$ cat config.mk
export PLATFORM = sky130hd
export DESIGN_NAME = bigram_counter_flat
export DESIGN_NICKNAME = d
export VERILOG_FILES = /design/src/rtl/bigram_pkg.sv /design/src/rtl/bigram_counter_if.sv /design/src/rtl/bigram_counter_sat_inc.sv /design/src/rtl/bigram_counter.sv /design/src/flat_wrapper.sv
export SDC_FILE = /design/constraint.sdc
export NUM_CORES = 1
export LEC_CHECK = 0
export BUFFER_PORTS_ARGS = -buffer_cell sky130_fd_sc_hd__buf_2
export CORE_MARGIN = 3
export CORE_UTILIZATION = 63
export CTS_CLUSTER_SIZE = 8
export DETAILED_ROUTE_END_ITERATION = 10
export GPL_TIMING_DRIVEN = 0
export PLACE_DENSITY = 0.79
export REMOVE_ABC_BUFFERS = 1
export SLEW_MARGIN = 20
export SYNTH_ARGS = -nofsm -noshare
export SYNTH_HDL_FRONTEND = slang
export SYNTH_SLANG_ARGS = --single-unit
$ cat constraint.sdc
create_clock -name clock -period 8.6 [get_ports clock]
set_clock_uncertainty 0.15 [all_clocks]
set_input_delay 0.43 -clock clock [delete_from_list [all_inputs] [get_ports clock]]
set_output_delay 0.43 -clock clock [all_outputs]
set_load 0.03 [all_outputs]
$ cat src/rtl/bigram_pkg.sv
`default_nettype none
// +--------------------------------------------------------------------+
// | Module  : bigram_pkg                                               |
// | Brief   : Shared constants, state encoding and bin-index helper.   |
// | Revision: 1.0                                                      |
// +--------------------------------------------------------------------+
package bigram_pkg;

   localparam int SYM_W    = 3;
   localparam int BIN_W    = 2 * SYM_W;
   localparam int NUM_BINS = 64;

   typedef enum logic [1:0] {
      CLEAR = 2'd0,
      IDLE  = 2'd1,
      COUNT = 2'd2
   } state_t;

   function automatic logic [BIN_W-1:0] bin_idx(input logic [SYM_W-1:0] prev,
                                                input logic [SYM_W-1:0] cur);
      return {prev, cur};
   endfunction

endpackage
`default_nettype wire

$ cat src/rtl/bigram_counter_if.sv
`default_nettype none
// +--------------------------------------------------------------------+
// | Module  : bigram_counter_if                                        |
// | Brief   : Symbol/control/readout bundle between host and counter.  |
// | Revision: 1.0                                                      |
// +--------------------------------------------------------------------+
interface bigram_counter_if
   import bigram_pkg::*;
#(
   parameter int CNT_W = 8,
   parameter int TOT_W = 16
);
   logic             sym_valid;
   logic [SYM_W-1:0] sym_in;
   logic             start;
   logic             stop;
   logic             clear;
   logic             rd_en;
   logic [BIN_W-1:0] rd_addr;
   logic [CNT_W-1:0] rd_data;
   logic             rd_valid;
   logic             busy;
   logic [TOT_W-1:0] total_pairs;

   modport master (
      output sym_valid, sym_in, start, stop, clear, rd_en, rd_addr,
      input  rd_data, rd_valid, busy, total_pairs
   );

   modport slave (
      input  sym_valid, sym_in, start, stop, clear, rd_en, rd_addr,
      output rd_data, rd_valid, busy, total_pairs
   );
endinterface
`default_nettype wire

$ cat src/rtl/bigram_counter_sat_inc.sv
`default_nettype none
// +--------------------------------------------------------------------+
// | Module  : sat_inc                                                  |
// | Brief   : Parameterised saturating +1 incrementer.                 |
// | Revision: 1.0                                                      |
// +--------------------------------------------------------------------+
module sat_inc #(
   parameter int W = 8
) (
   input  wire logic [W-1:0] i_val,
   output logic      [W-1:0] o_val
);
   assign o_val = (&i_val) ? i_val : i_val + W'(1);
endmodule
`default_nettype wire

$ cat src/rtl/bigram_counter.sv
`default_nettype none
// +--------------------------------------------------------------------+
// | Module  : bigram_counter                                           |
// | Brief   : 64-bin (prev,cur) symbol-pair histogram with host read.  |
// |           BIGRAM_CLR_ON_RD_EN: IDLE reads also zero the bin.       |
// | Revision: 1.0                                                      |
// +--------------------------------------------------------------------+
module bigram_counter
   import bigram_pkg::*;
#(
   parameter int CNT_W = 8,
   parameter int TOT_W = 16
) (
   input  wire logic        clock,
   input  wire logic        rst,
   bigram_counter_if.slave  bus
);

   state_t           r_state;
   state_t           w_state_nxt;
   logic [BIN_W-1:0] r_clr_ptr;
   logic             r_have_prev;
   logic [SYM_W-1:0] r_prev;
   logic [CNT_W-1:0] r_bin [NUM_BINS];
   logic [CNT_W-1:0] r_rd_data;
   logic             r_rd_valid;
   logic [TOT_W-1:0] r_total;

   logic             w_sym_take;
   logic             w_pair;
   logic             w_rd_take;
   logic [BIN_W-1:0] w_pair_idx;
   logic [CNT_W-1:0] w_bin_cur;
   logic [CNT_W-1:0] w_bin_inc;
   logic [TOT_W-1:0] w_tot_inc;
   logic             w_we;
   logic [BIN_W-1:0] w_waddr;
   logic [CNT_W-1:0] w_wdata;

   assign w_sym_take = (r_state == COUNT) && bus.sym_valid;
   assign w_pair     = w_sym_take && r_have_prev;
   assign w_rd_take  = (r_state == IDLE) && bus.rd_en;
   assign w_pair_idx = bin_idx(r_prev, bus.sym_in);
   assign w_bin_cur  = r_bin[w_pair_idx];

   sat_inc #(.W(CNT_W)) u_bin_inc (
      .i_val (w_bin_cur),
      .o_val (w_bin_inc)
   );

   sat_inc #(.W(TOT_W)) u_tot_inc (
      .i_val (r_total),
      .o_val (w_tot_inc)
   );

   always_ff @(posedge clock) begin
      if (rst) begin
         r_state <= CLEAR;
      end else begin
         r_state <= w_state_nxt;
      end
   end

   // Single shared write port: CLEAR sweep, COUNT increment, optional read-clear.
   always_comb begin
      w_state_nxt = r_state;
      w_we        = 1'b0;
      w_waddr     = r_clr_ptr;
      w_wdata     = '0;
      case (r_state)
         CLEAR: begin
            w_we    = 1'b1;
            w_waddr = r_clr_ptr;
            if (&r_clr_ptr) begin
               w_state_nxt = IDLE;
            end
         end
         IDLE: begin
            if (bus.start) begin
               w_state_nxt = COUNT;
            end else if (bus.clear) begin
               w_state_nxt = CLEAR;
            end
`ifdef BIGRAM_CLR_ON_RD_EN
            if (bus.rd_en) begin
               w_we    = 1'b1;
               w_waddr = bus.rd_addr;
            end
`endif
         end
         COUNT: begin
            if (w_pair) begin
               w_we    = 1'b1;
               w_waddr = w_pair_idx;
               w_wdata = w_bin_inc;
            end
            if (bus.stop) begin
               w_state_nxt = IDLE;
            end
         end
         default: w_state_nxt = CLEAR;
      endcase
   end

   always_ff @(posedge clock) begin
      if (w_we) begin
         r_bin[w_waddr] <= w_wdata;
      end
   end

   always_ff @(posedge clock) begin
      if (rst) begin
         r_clr_ptr   <= '0;
         r_have_prev <= 1'b0;
         r_prev      <= '0;
         r_rd_data   <= '0;
         r_rd_valid  <= 1'b0;
         r_total     <= '0;
      end else begin
         r_rd_valid <= w_rd_take;
         if (w_rd_take) begin
            r_rd_data <= r_bin[bus.rd_addr];
         end
         case (r_state)
            CLEAR: begin
               r_clr_ptr <= r_clr_ptr + BIN_W'(1);
               r_total   <= '0;
            end
            IDLE: begin
               if (bus.start) begin
                  r_have_prev <= 1'b0;
               end else if (bus.clear) begin
                  r_clr_ptr <= '0;
               end
            end
            COUNT: begin
               if (w_sym_take) begin
                  r_prev      <= bus.sym_in;
                  r_have_prev <= 1'b1;
               end
               if (w_pair) begin
                  r_total <= w_tot_inc;
               end
            end
            default: ;
         endcase
      end
   end

   assign bus.rd_data     = r_rd_data;
   assign bus.rd_valid    = r_rd_valid;
   assign bus.busy        = (r_state != IDLE);
   assign bus.total_pairs = r_total;

endmodule
`default_nettype wire

$ cat src/flat_wrapper.sv
// flat-port wrapper written by rule: the top's interface ports become plain ports
module bigram_counter_flat import bigram_pkg::*;
#(
   parameter int CNT_W = 8,
   parameter int TOT_W = 16
)
  (clock, rst, bus_sym_valid, bus_sym_in, bus_start, bus_stop, bus_clear, bus_rd_en, bus_rd_addr, bus_rd_data, bus_rd_valid, bus_busy, bus_total_pairs);
  bigram_counter_if #(.CNT_W(CNT_W), .TOT_W(TOT_W)) bus_i ();
  input  wire logic clock;
  input  wire logic rst;
  input wire logic [$bits(bus_i.sym_valid)-1:0] bus_sym_valid;
  input wire logic [$bits(bus_i.sym_in)-1:0] bus_sym_in;
  input wire logic [$bits(bus_i.start)-1:0] bus_start;
  input wire logic [$bits(bus_i.stop)-1:0] bus_stop;
  input wire logic [$bits(bus_i.clear)-1:0] bus_clear;
  input wire logic [$bits(bus_i.rd_en)-1:0] bus_rd_en;
  input wire logic [$bits(bus_i.rd_addr)-1:0] bus_rd_addr;
  output wire logic [$bits(bus_i.rd_data)-1:0] bus_rd_data;
  output wire logic [$bits(bus_i.rd_valid)-1:0] bus_rd_valid;
  output wire logic [$bits(bus_i.busy)-1:0] bus_busy;
  output wire logic [$bits(bus_i.total_pairs)-1:0] bus_total_pairs;
  assign bus_i.sym_valid = bus_sym_valid;
  assign bus_i.sym_in = bus_sym_in;
  assign bus_i.start = bus_start;
  assign bus_i.stop = bus_stop;
  assign bus_i.clear = bus_clear;
  assign bus_i.rd_en = bus_rd_en;
  assign bus_i.rd_addr = bus_rd_addr;
  assign bus_rd_data = bus_i.rd_data;
  assign bus_rd_valid = bus_i.rd_valid;
  assign bus_busy = bus_i.busy;
  assign bus_total_pairs = bus_i.total_pairs;
  bigram_counter #(.CNT_W(CNT_W), .TOT_W(TOT_W)) u_core (.clock(clock), .rst(rst), .bus(bus_i));
endmodule
==> summary.json <==
{
  "placed_design": {
    "hpwl_after_dpl_mm": 43.9,
    "placed_cells_incl_taps": 1864,
    "port-buffer-count": 41,
    "finalWeightedCongestion": 1.01
  },
  "yosys": {
    "seq_total_area_yosys": 0.622,
    "post_synth_instance_area_sq_um": 25900,
    "synth_adder_area_share": 0.00145,
    "yosysWarningCount": 0,
    "synthDistinctLibCells": 68,
    "postSynth.asyncResetShare": 0,
    "synth.ff_latch_count": 549,
    "fraction_of_the_mapped_netlist_area_in_compound_gates": 0.0313,
    "postSynthCellCount": 1372,
    "synth_xor_area_frac": 0.00575,
    "synth_mux_area_frac": 0.273,
    "yosysTopAreaCell": "edfxtp_1",
    "synth.avg_cell_area_sq_um": 18.9,
    "netlist_top_cells_area": "edfxtp_1, mux4_2, dfxtp_1, mux4_1, nor2_1",
    "synth-edff-count": 512,
    "synth_commonest_cells": "edfxtp_1, mux4_2, nor2_1",
    "synth_ff_type": "edfxtp_1",
    "synth_top_family_by_area": "multiplexers",
    "yosysMostFrequentCell": "edfxtp_1",
    "synth_largest_type_area_fraction": 0.594,
    "yosys.area_share.simple": 0.0441
  },
  "global_route": {
    "grt_pass1_vias": 15100,
    "grt_pass1_wl_mm": 102,
    "grt.total_usage": 0.324,
    "grt_max_degree": 78,
    "antenna_found_initial": 1,
    "globalRouteOverflowTotal": 0
  },
  "cts": {
    "cts-buffers-inserted": 78,
    "clock-root-buffer": "clkbuf_16",
    "post_cts.resized_instances": 0,
    "max-clock-path-buffers": 3,
    "post_cts.repair.setup_buffers": 0,
    "cts.hold.buffers_added": 1,
    "cts_tree": "yes",
    "clkTransAtPathRegs_ps": 50,
    "number_of_h_tree_branching_levels": 3,
    "cts.sink_count": 549,
    "clock_latency_of_the_later_clocked_register_in_the_worst_skew_pair_ps": 580
  },
  "worst_setup_path": {
    "max_stage_delay_ps": 880,
    "timing.setup.critical_path_class": "reg -> reg",
    "r2r_setup_slack_ps": 3450,
    "critical_path_required_ps": 8870,
    "worst-path-max-fanout": 29,
    "cell_mode_on_critical_path": "buf_6",
    "timing.critical_path.from_type": "flip-flop",
    "critical_path_cell_by_cell": "nor2b_2 > a22o_1 > a221oi_1 > o22ai_1 > a211o_1 > ha_1 > a21boi_1 > a21oi_1 > a311oi_4 > buf_6 > buf_6",
    "critical-path-slowest-cell": "nor2b_2",
    "cp-end-kind": "flip-flop",
    "critical_path_arrival_ps": 5420
  },
  "routing": {
    "final_antenna_net_count": 0,
    "route.met2.wl_mm": 32.8,
    "drc": 0,
    "highest_metal_used": "met5",
    "post_drt_via_cell_ratio": 7.70,
    "wirelength_mm": 69.6,
    "met1Wirelength_mm": 25.0,
    "wire_length_on_met3_mm": 8.62,
    "dr_wl_cell_um": 35.1,
    "drt-initial-drc-count": 2575,
    "first_pass_iters": 6,
    "num_vias": 15300
  },
  "die": {
    "die-width_um": 209,
    "die_h_um": 209,
    "effective_utilization_at_floorplan": 0.644,
    "die-area_sq_um": 43600,
    "num_io_pins": 42,
    "fp_rows": 73,
    "fp.coreArea_sq_um": 40200
  },
  "timing": {
    "worst_pin_slew_ps": 1190,
    "layout_worst_path_cycle_share": 0.598,
    "clock.fmax_mhz": 194,
    "finalCriticalPeriod_ps": 5150,
    "rsz0062_at_grt": "false",
    "maxSlewHeadroom": 0.204,
    "final-max-slew-violation-count": 0,
    "finalSetupViolCount": 0,
    "final_hold_viol_count": 0
  },
  "final_layout": {
    "final_layout_size_suffix_gt1_frac": 0.313,
    "nFillCells": 2317,
    "fin_cells": 1984,
    "area_growth_syn_to_layout_pct": 11.8,
    "net_count_reported_at_finish": 1439
  },
  "job": {
    "drv_cap": 0
  },
  "min_path": {
    "type_of_the_tightest_min_delay_check": "in -> reg"
  },
  "pwr": {
    "total_power_mw": 5.90,
    "max-vdd-ir-drop_uv": 142,
    "p_leak_nw": 8.71,
    "pwr_per_cell_area_nw_per_um2": 204
  },
  "status": {
    "result_of_the_run": "finished clean"
  }
}
## through the flow
| stage | TNS, ps | util | setup WS [ps] | hold WS [ps] | cell area (sq um) |
|---|---|---|---|---|---|
| 2_1_floorplan | 0 | - | 2250 | 299 | 25400 |
| 3_3_place_gp | -1017050 | 0.652 | -4150 | 295 | 26200 |
| 3_5_place_dp | 0 | 0.667 | 3560 | 302 | 26800 |
| 4_1_cts | 0 | 0.720 | 3700 | 2.52 | 28900 |
| 5_1_grt | 0 | 0.720 | 3400 | 49.0 | 29000 |
| 6_report | 0 | 0.720 | 3450 | 29.3 | 29000 |
## cell type report
class	count	area, sq um	share of cell area
Antenna cell	1	2.50	0.0000864
Timing Repair Buffer	66	702	0.0242
Multi-Input combinational cell	718	9320	0.322
Tap cell	525	657	0.0227
Sequential cell	549	16100	0.557
Clock inverter	2	13.8	0.000475
Clock buffer	116	2120	0.0731
Inverter	7	26.3	0.000908
## power breakdown
part,total [mW],switching (mW),internal [mW]
clock,2.72,1.05,1.67
sequential,2.90,0.00691,2.90
combinational,0.277,0.164,0.113
## state kept, by name (all words and copies together) (netlist names)
signal                  cells
u_core.bus.rd_data          8
u_core.bus.rd_valid         1
u_core.bus.total_pairs     16
u_core.r_bin              512
u_core.r_clr_ptr            6
u_core.r_have_prev          1
u_core.r_prev               3
u_core.r_state              2
## cells in the final DEF (no fill, tap or decap), types with 5 or more instances in the layout
cell / instances
edfxtp_1: 512
mux4_2: 280
nor2_1: 107
clkbuf_16: 79
nand2_1: 60
clkbuf_1: 37
buf_2: 36
dfxtp_1: 36
a22oi_1: 30
a21oi_1: 30
mux2i_1: 26
nand3_1: 20
mux4_1: 16
xor2_1: 12
buf_8: 10
buf_16: 10
o21ai_0: 9
nand4_1: 9
nor2b_1: 6
or3_1: 6
nor3_1: 6
a31oi_1: 6
nor2_2: 5
nand2b_1: 5
a22o_1: 5
mux2_2: 5
and3_1: 5
inv_1: 5
xnor2_1: 5
buf_6: 5
## layer usage
layer | track usage | vias up
li1 | - | 5944
met1 | 0.457 | 7939
met2 | 0.492 | 1173
met3 | 0.0922 | 222
met4 | 0.129 | 2
met5 | 0 | -
## cell families after synthesis
| logic type | Yosys count |
|---|---|
| and+or+nand+nor | 252 |
| buffers and inverters | 105 |
| DFF | 549 |
| adders and majority gates | 3 |
| muxes | 330 |
| AOI/OAI and AO/OA | 116 |
| xor gates and xnor gates | 17 |
## worst max-delay path: cells and delay by family, from the launching register on
family / cells / cell delay [ps]
and+or+nand+nor: 1 / 880
adders and majority gates: 1 / 250
DFF: 1 / 780
AOI/OAI and AO/OA: 7 / 2450
buffers and inverters: 2 / 450
## final timing paths
check,from,endpoint,cells past startpoint
setup / recovery,u_core.r_prev[0],u_core.r_bin[3][4],11
hold / removal,bus_start,u_core.r_have_prev,4
setup reg to reg,u_core.r_prev[0],u_core.r_bin[3][4],11
hold reg to reg,u_core.bus.rd_data[0],u_core.bus.rd_data[0],2
Note: power is estimated with default switching activity, not from simulation.
